File: config.mk
export PLATFORM = sky130hd
export DESIGN_NAME = uart_tx_queue
export DESIGN_NICKNAME = d
export VERILOG_FILES = /design/src/rtl/uart_pkg.sv /design/src/rtl/uart_txq_ram.sv /design/src/rtl/uart_tx_queue.sv
export SDC_FILE = /design/constraint.sdc
export NUM_CORES = 1
export LEC_CHECK = 0
export BUFFER_PORTS_ARGS = -buffer_cell sky130_fd_sc_hd__buf_2
export CORE_MARGIN = 1.5
export CORE_UTILIZATION = 40
export CTS_CLUSTER_SIZE = 40
export DETAILED_ROUTE_END_ITERATION = 12
export PLACE_DENSITY_LB_ADDON = 0.3
export SLEW_MARGIN = 20
export SYNTH_ARGS = -nofsm -noshare
export SYNTH_HDL_FRONTEND = slang
export SYNTH_SLANG_ARGS = --single-unit
File: constraint.sdc
create_clock -name clk -period 3.41 [get_ports clk]
set_input_delay 0.5115 -clock clk [delete_from_list [all_inputs] [get_ports clk]]
set_output_delay 0.5115 -clock clk [all_outputs]
set_load 0.02 [all_outputs]
File: src/rtl/uart_pkg.sv
// Shared UART definitions: transmit-queue FSM states, byte width and a log2 helper
// used to size FIFO pointers.
package uart_pkg;

  localparam int UART_DATA_W = 8;

  typedef enum logic [1:0] {
    IDLE = 2'd0,
    ARM  = 2'd1,
    SEND = 2'd2
  } txq_state_t;

  // Ceiling log2 for elaboration-time sizing; returns 0 for n <= 1.
  function automatic int clog2(input int n);
    int r;
    int v;
    r = 0;
    v = 1;
    while (v < n) begin
      v = v * 2;
      r = r + 1;
    end
    return r;
  endfunction

endpackage

File: src/rtl/uart_txq_ram.sv
// DEPTH x byte storage for the UART transmit queue: one synchronous write port
// and one combinational read port.
module uart_txq_ram
  import uart_pkg::*;
#(
  parameter int DEPTH = 16,
  parameter int AW    = clog2(DEPTH)
) (
  input  logic                   clk,
  input  logic                   wr_en,
  input  logic [AW-1:0]          wr_addr,
  input  logic [UART_DATA_W-1:0] wr_data,
  input  logic [AW-1:0]          rd_addr,
  output logic [UART_DATA_W-1:0] rd_data
);

  logic [UART_DATA_W-1:0] mem [DEPTH];

  always_ff @(posedge clk) begin
    if (wr_en) begin
      mem[wr_addr] <= wr_data;
    end
  end

  assign rd_data = mem[rd_addr];

endmodule

File: src/rtl/uart_tx_queue.sv
// Circular byte FIFO feeding the UART transmitter's tx_start/tx_data, paced by tx_busy.
// Optional `level` output is built when UART_TXQ_LEVEL_EN is defined.
module uart_tx_queue
  import uart_pkg::*;
#(
  parameter int DEPTH     = 16,
  parameter int BUSY_WAIT = 16
) (
  input  logic                   clk,
  input  logic                   rst,
  input  logic [UART_DATA_W-1:0] wr_data,
  input  logic                   wr_valid,
  output logic                   wr_ready,
  input  logic                   tx_busy,
  output logic                   tx_start,
  output logic [UART_DATA_W-1:0] tx_data,
  output logic                   empty,
  output logic                   full
`ifdef UART_TXQ_LEVEL_EN
  ,
  output logic [clog2(DEPTH):0]  level
`endif
);

  localparam int AW = clog2(DEPTH);
  localparam int PW = AW + 1;
  localparam int WW = clog2(BUSY_WAIT + 1);

  logic [PW-1:0]          wr_ptr;
  logic [PW-1:0]          rd_ptr;
  logic [PW-1:0]          count;
  logic [WW-1:0]          wait_cnt;
  txq_state_t             state;
  logic                   wr_en;
  logic                   pop;
  logic [UART_DATA_W-1:0] rd_data;

  // Flags derive only from registered state, so a pop never frees a slot in the same cycle.
  assign empty    = (wr_ptr == rd_ptr);
  assign full     = (count == PW'(DEPTH));
  assign wr_ready = !full;
  assign wr_en    = wr_valid && wr_ready;
  assign pop      = (state == IDLE) && !empty && !tx_busy;

`ifdef UART_TXQ_LEVEL_EN
  assign level = count;
`endif

  uart_txq_ram #(
    .DEPTH (DEPTH),
    .AW    (AW)
  ) u_ram (
    .clk     (clk),
    .wr_en   (wr_en),
    .wr_addr (wr_ptr[AW-1:0]),
    .wr_data (wr_data),
    .rd_addr (rd_ptr[AW-1:0]),
    .rd_data (rd_data)
  );

  always_ff @(posedge clk or negedge rst) begin
    if (!rst) begin
      wr_ptr <= '0;
      rd_ptr <= '0;
      count  <= '0;
    end else begin
      if (wr_en) begin
        wr_ptr <= wr_ptr + PW'(1);
      end
      if (pop) begin
        rd_ptr <= rd_ptr + PW'(1);
      end
      case ({wr_en, pop})
        2'b10:   count <= count + PW'(1);
        2'b01:   count <= count - PW'(1);
        default: count <= count;
      endcase
    end
  end

  // wait_cnt is loaded with 1 on launch so ARM lasts exactly BUSY_WAIT cycles on timeout.
  always_ff @(posedge clk or negedge rst) begin
    if (!rst) begin
      state    <= IDLE;
      tx_start <= 1'b0;
      tx_data  <= '0;
      wait_cnt <= '0;
    end else begin
      case (state)
        IDLE: begin
          tx_start <= 1'b0;
          if (pop) begin
            tx_start <= 1'b1;
            tx_data  <= rd_data;
            wait_cnt <= WW'(1);
            state    <= ARM;
          end
        end
        ARM: begin
          tx_start <= 1'b0;
          if (tx_busy) begin
            state <= SEND;
          end else if (wait_cnt == WW'(BUSY_WAIT)) begin
            state <= IDLE;
          end else begin
            wait_cnt <= wait_cnt + WW'(1);
          end
        end
        SEND: begin
          tx_start <= 1'b0;
          if (!tx_busy) begin
            state <= IDLE;
          end
        end
        default: begin
          tx_start <= 1'b0;
          state    <= IDLE;
        end
      endcase
    end
  end

endmodule

# [Word-level counts from Yosys, hierarchy flattened]
# Memory sizes are Yosys's and may differ from the RTL's. A register that Yosys moved wholly into a read port is not among the register bits.
# Index checks and enable logic that the tools add are counted.
[op_classes] eq_ne=12 add_sub_neg=5 reduce_logical=13 n_mux=14
[op_table] cell="adder 5 x 1 -> 5 bit, second input constant" count=4
[op_table] cell="case mux 5 bit (2 select lines)" count=2
[op_table] cell="2-to-1 mux 5 bit" count=3
[op_table] cell="equality test 5 bit, second input constant" count=2
[op_table] cell="2-to-1 mux 2 bit" count=4
[op_table] cell="!= test 2 bit, second input constant" count=4
[op_table] cell="case mux 2 bit (3 select lines)" count=1
[op_table] cell="equality test 5 bit" count=1
[op_table] cell="subtractor 5 x 1 -> 5 bit, second input constant" count=1
[op_table] cell="equality test 2 x 1 -> 1 bit, second input constant" count=2
[op_table] cell="equality test 2 bit, second input constant" count=2
[op_table] cell="logical NOT 1 bit" count=4
[op_table] cell="2-to-1 mux 1 bit" count=4
[op_table] cell="AND reduction 4 bit" count=1
[op_table] cell="nonzero test 2 bit" count=2
[op_table] cell="logical AND 1 bit" count=3
[op_table] cell="!= test 3 bit, second input constant" count=1
[op_table] cell="AND reduction 3 bit" count=1
[op_table] cell="logical NOT 2 bit" count=1
[op_table] cell="AND reduction 2 bit" count=1
[word_totals] mem_bits_rw=128 out_inout_bits=12 elab_cells=51 input_bits=12 ff_bits=23 n_memories=1
[memory_table] name="u_ram.mem" words=16 word_bits=8 rd=1 rd_clocked_by_memory_dff=1 write_ports=1 line_no="uart_txq_ram.sv:17" source="logic [UART_DATA_W-1:0] mem [DEPTH];"

# [Longest topological paths before layout]
[depth] ltp_word=6 ltp_mapped=14 ltp_nobuf=12

# [Cells and area by module]
# A second synthesis with hierarchy kept.
[hier_totals] hier_cells=349 area_unflattened_um2=6525.0
[modules_own_cells] mod="uart_txq_ram" cells_each=221 instances=1 area_per_inst_um2=4987.3 seq_area_each_um2=3843.7
[modules_own_cells] mod="uart_tx_queue" cells_each=128 instances=1 area_per_inst_um2=1537.7 seq_area_each_um2=775.7

# [Worst setup path after synthesis]
# No wires, ideal clock.
[synth_timing] kind="flip-flop to flip-flop" start="reg count[1]" end="reg count[4]" setup_time_ns=0.079 stages_incl_launch_ff=14 slack_ns=0.694 arrival_ns=2.637 t_required_ns=3.331 synth_period_minus_slack_ns=2.716 path_buffers=1 cell_sequence="dfrtp_1 nor4_1 nand2_1 and2_1 clkbuf_1 inv_1 ha_1 inv_1 fa_1 nor2b_1 o21ai_0 and3_1 nor3_1 xor2_1"
[synth_between] elab_chain_len=5 elab_cells_between_ends=9 cone_classes="add/sub (2); eq/ne (3); mux (1); reduce/logical (3)"
[synth_rtl] element="from (decl)" line_no="uart_tx_queue.sv:31" source="logic [PW-1:0] count;"
[synth_rtl] element="from (signal assigned)" line_no="uart_tx_queue.sv:74" source="2'b10: count <= count + PW'(1);"
[synth_rtl] element="from (signal assigned)" line_no="uart_tx_queue.sv:75" source="2'b01: count <= count - PW'(1);"
[synth_rtl] element="from (signal assigned)" line_no="uart_tx_queue.sv:76" source="default: count <= count;"
[synth_rtl] element="equality test 5 bit *" line_no="uart_tx_queue.sv:40" source="assign full = (count == PW'(DEPTH));"
[synth_rtl] element="logical NOT 1 bit *" line_no="uart_tx_queue.sv:41" source="assign wr_ready = !full;"
[synth_rtl] element="via wr_ready" line_no="uart_tx_queue.sv:13" source="output logic wr_ready,"
[synth_rtl] element="logical AND 1 bit *" line_no="uart_tx_queue.sv:42" source="assign wr_en = wr_valid && wr_ready;"
[synth_rtl] element="equality test 2 x 1 -> 1 bit / equality test 2 bit (equally long branches)" line_no="uart_tx_queue.sv:73" source="case ({wr_en, pop})"
[synth_rtl] element="case mux 5 bit (2 select lines) / nonzero test 2 bit (equally long branches)"
# Mark *: on every way through the listed nets, which the timed path passes. The rest lies on a longest branch.
# A chain may end at the register's enable or synchronous reset.

# [Final worst setup path]
[layout_timing] start="reg count[1]" end="reg count[4]"
[layout_between] elab_chain_len=5 elab_cells_between_ends=9 cone_classes="add/sub (2); eq/ne (3); mux (1); reduce/logical (3)"
[layout_rtl] element="equality test 5 bit" line_no="uart_tx_queue.sv:40"
[layout_rtl] element="logical NOT 1 bit" line_no="uart_tx_queue.sv:41"
[layout_rtl] element="logical AND 1 bit" line_no="uart_tx_queue.sv:42"
[layout_rtl] element="equality test 2 x 1 -> 1 bit / equality test 2 bit (equally long branches)" line_no="uart_tx_queue.sv:73"
[layout_rtl] element="case mux 5 bit (2 select lines) / nonzero test 2 bit (equally long branches)"
# Several ways; a longest one is shown, not always the timed one.

==> impl_metrics.sql <==
INSERT INTO impl_metrics (metric_group, metric, value, unit) VALUES
('synth', 'synth_cell_type_count', '38', ''),
('layout', 'layout-drive-gt1-share', '22.5', '%'),
('synth', 'total_nets_after_synthesis', '421', ''),
('setup_path', 'rr_endpoint', 'count[4]', ''),
('sta', 'worst_clock_skew', '0.0118', 'ns'),
('sta', 'finalHoldViolations', '0', ''),
('sta', 'final_period_minus_worst_setup_slack', '2.80', 'ns'),
('power', 'worst_ir_drop_vdd', '0.421', 'mV'),
('global_routing', 'antenna_found_initial', '0', ''),
('setup_path', 'cp-end-kind', 'flop', ''),
('sta', 'tightestPinTransition', '0.893', 'ns'),
('floorplan', 'placeableCoreArea', '0.0160', 'sq mm'),
('route', 'remaining_drc_errors', '0', ''),
('layout', 'fin_nets', '451', ''),
('clock_network', 'tritoncts', 'done', ''),
('run_status', 'outcome', 'completed', ''),
('global_routing', 'grt-ovfl-total', '0', ''),
('global_routing', 'grt_util_all_layers', '16.3', '%'),
('setup_path', 'cp_data_required_time', '3.75', 'ns'),
('synth', 'async_sr_flop_fraction', '19.5', '%'),
('clock_network', 'cts_htree_levels', '4', ''),
('sta', 'fmax', '0.357', 'GHz'),
('route', 'detail-route-antenna-nets', '0', ''),
('floorplan', 'fp.dieArea', '0.0172', 'sq mm'),
('route', 'routed_wirelength', '12900', 'um'),
('place', 'count_of_input_and_output_buffers', '23', ''),
('sta', 'final-setup-viol-count', '0', ''),
('power', 'power_density', '875', 'mW/mm^2'),
('place', 'dpl_worst_slack', '0.626', 'ns'),
('sta', 'final.setup.tns', '0', 'ns'),
('global_routing', 'number_of_global_route_vias_before_repair', '3538', ''),
('synth', 'ys.warnings.count', '0', ''),
('layout', 'fillerInstances', '1411', ''),
('floorplan', 'start_util', '41.1', '%'),
('route', 'dr.first_iter.drc_count', '319', ''),
('setup_path', 'worst_ep_arrival_time', '3.14', 'ns'),
('power', 'p_int', '4.38', 'mW'),
('sta', 'relSlewSlack', '39.0', '%'),
('setup_path', 'worstPathMaxFanout', '10', ''),
('setup_path', 'slowest_stage', 'dfrtp_1', ''),
('min_path', 'timing.hold.worst.class', 'primary input to async pin', ''),
('floorplan', 'rows', '46', ''),
('synth', 'syn-instance-count', '397', ''),
('place', 'weighted_congestion_at_the_end_of_routability_driven_global_placement', '0.824', ''),
('synth', 'yosysSeqAreaShare', '70.2', '%'),
('setup_path', 'longest_individual_stage_delay_on_the_worst_path', '0.41', 'ns'),
('route', 'routed-via-count', '3440', ''),
('synth', 'ys_ff_latch', '159', ''),
('synth', 'post_synth_instance_area', '0.00658', 'sq mm'),
('place', 'dp.final_hpwl', '8080', 'um'),
('sta', 'grt_setup_unrepaired', 'no', ''),
('route', 'detail_route.wl_per_cell', '19.7', 'um'),
('synth', 'post_synth_main_area_contributors', 'edfxtp_1, dfrtp_1, mux4_2', ''),
('synth', 'synth_common_cells', 'edfxtp_1, dfrtp_1, mux4_2, nor2_1, a21oi_1', ''),
('synth', 'post-synth-top-area-fraction', '58.4', '%'),
('sta', 'drv_slew', '0', ''),
('layout', 'areaGrowthSynthToFinish', '14.0', '%'),
('route', 'post_drt_via_cell_ratio', '5.24', ''),
('clock_network', 'clk_latency_worst_skew_pair', '0.42', 'ns'),
('power', 'total_leakage_power', '2.61', 'nW'),
('synth', 'cell_with_the_most_instances_after_synthesis', 'edfxtp_1', ''),
('global_routing', 'grt_max_degree', '52', ''),
('setup_path', 'start_kind', 'flop', ''),
('synth', 'avg_inst_size_synth', '16.6', 'sq um'),
('clock_network', 'post_cts_buffers', '0', ''),
('power', 'netSwitchingFraction', '33.2', '%'),
('power', 'share_comb_of_total_power', '30.9', '%'),
('clock_network', 'clockBufferDepth', '2', ''),
('power', 'totalPowerFinal', '6.56', 'mW'),
('setup_path', 'startpoint', 'count[1]', ''),
('clock_network', 'post_cts_hold_buffer_count', '0', '');
-- through the flow --
step,cells,instance area (sq um),utilization [%],hold WS [ns]
floorplan,397,6580,-,0.216
detailed placement,624,6900,43.1,0.461
CTS,656,7500,46.9,0.153
global route,656,7500,46.9,0.199
global placement,624,6900,43.1,0.469
finish,656,7500,46.9,0.139
-- kinds of logic (layout without fill, tap and decap cells) --
kind of cell,Yosys count,after routing,synth area share (%)
flip-flops,159,159,70.2
AND/OR/NAND/NOR,84,84,6.30
AO/OA/AOI/OAI,50,50,5.00
multiplexers,41,41,11.0
buffers and inverters,34,77,2.83
XOR/XNOR,17,17,2.26
adder cells (fa/ha/maj),12,12,2.40
-- power by group through the flow --
| stage | registers, mW | clock network, mW | logic (mW) |
|---|---|---|---|
| after global placement | 2.65 | 0 | 2.01 |
| after floorplan | 2.65 | 0 | 1.53 |
| after CTS | 2.63 | 1.95 | 2.06 |
| after detailed placement | 2.67 | 0 | 2.05 |
| final | 2.63 | 1.91 | 2.03 |
| after global routing | 2.67 | 2.03 | 2.25 |
-- metal layers --
layer / vias to the layer above / GRT usage [%] / routed length (um)
met5: - / 0 / 0
met4: 0 / 6.68 / 182
met3: 13 / 3.47 / 503
met2: 71 / 25.0 / 6190
met1: 1773 / 22.7 / 6070
li1: 1583 / - / -
-- registers in the layout, summed over array words and instances (netlist names) --
register   flops
wr_ptr         5
count          5
u_ram.mem    128
rd_ptr         5
tx_start       1
state          2
wait_cnt       5
tx_data        8
-- placed cells by master, fill, tap and decap left out, types with 2 or more instances in the layout --
master     synthesis  final
a2111oi_0          8      8
a211oi_1           8      8
a21oi_1           19     19
and3_1             2      2
buf_2              5     23
buf_4              4      9
bufinv_16          0      2
clkbuf_16          0     17
clkinv_2           0      2
clkinv_4           0      2
dfrtp_1           31     29
dfrtp_2            0      2
edfxtp_1         128    128
ha_1              11     11
inv_1             13     13
inv_6              0      5
inv_8              0      2
mux2_2             9      9
mux2i_1            8      8
mux4_2            24     24
nand2_1           15     15
nand2b_1           5      5
nand3_1            4      4
nand4_1            4      4
nor2_1            22     22
nor2b_1           18     18
nor3_1            11     11
o21ai_0            6      6
o31a_1             2      2
xnor2_1           11     11
xor2_1             6      6
-- worst max-delay path, delay by kind of cell (launching register included) --
| family | cells | cell delay [ns] |
|---|---|---|
| adder cells (fa/ha/maj) | 2 | 0.64 |
| buffers and inverters | 2 | 0.20 |
| AO/OA/AOI/OAI | 1 | 0.10 |
| XOR/XNOR | 1 | 0.16 |
| AND/OR/NAND/NOR | 6 | 1.22 |
| flip-flops | 1 | 0.41 |
-- worst max-delay path by stage --
stage,to,cells after the start
after floorplan,count[4],13
after global placement,count[4],12
after detailed placement,count[4],12
after CTS,count[4],12
after global routing,count[4],12
final,count[4],12
-- cell type report --
class	count	area (sq um)	area share (%)
clock buffers	17	425	5.67
clock inverters	15	178	2.37
inverters	13	48.8	0.651
multi-input cells	204	1770	23.6
flip-flops and latches	159	4620	61.6
well taps	216	270	3.60
repair buffers	32	183	2.44
Power figures use the tool's default switching activity.
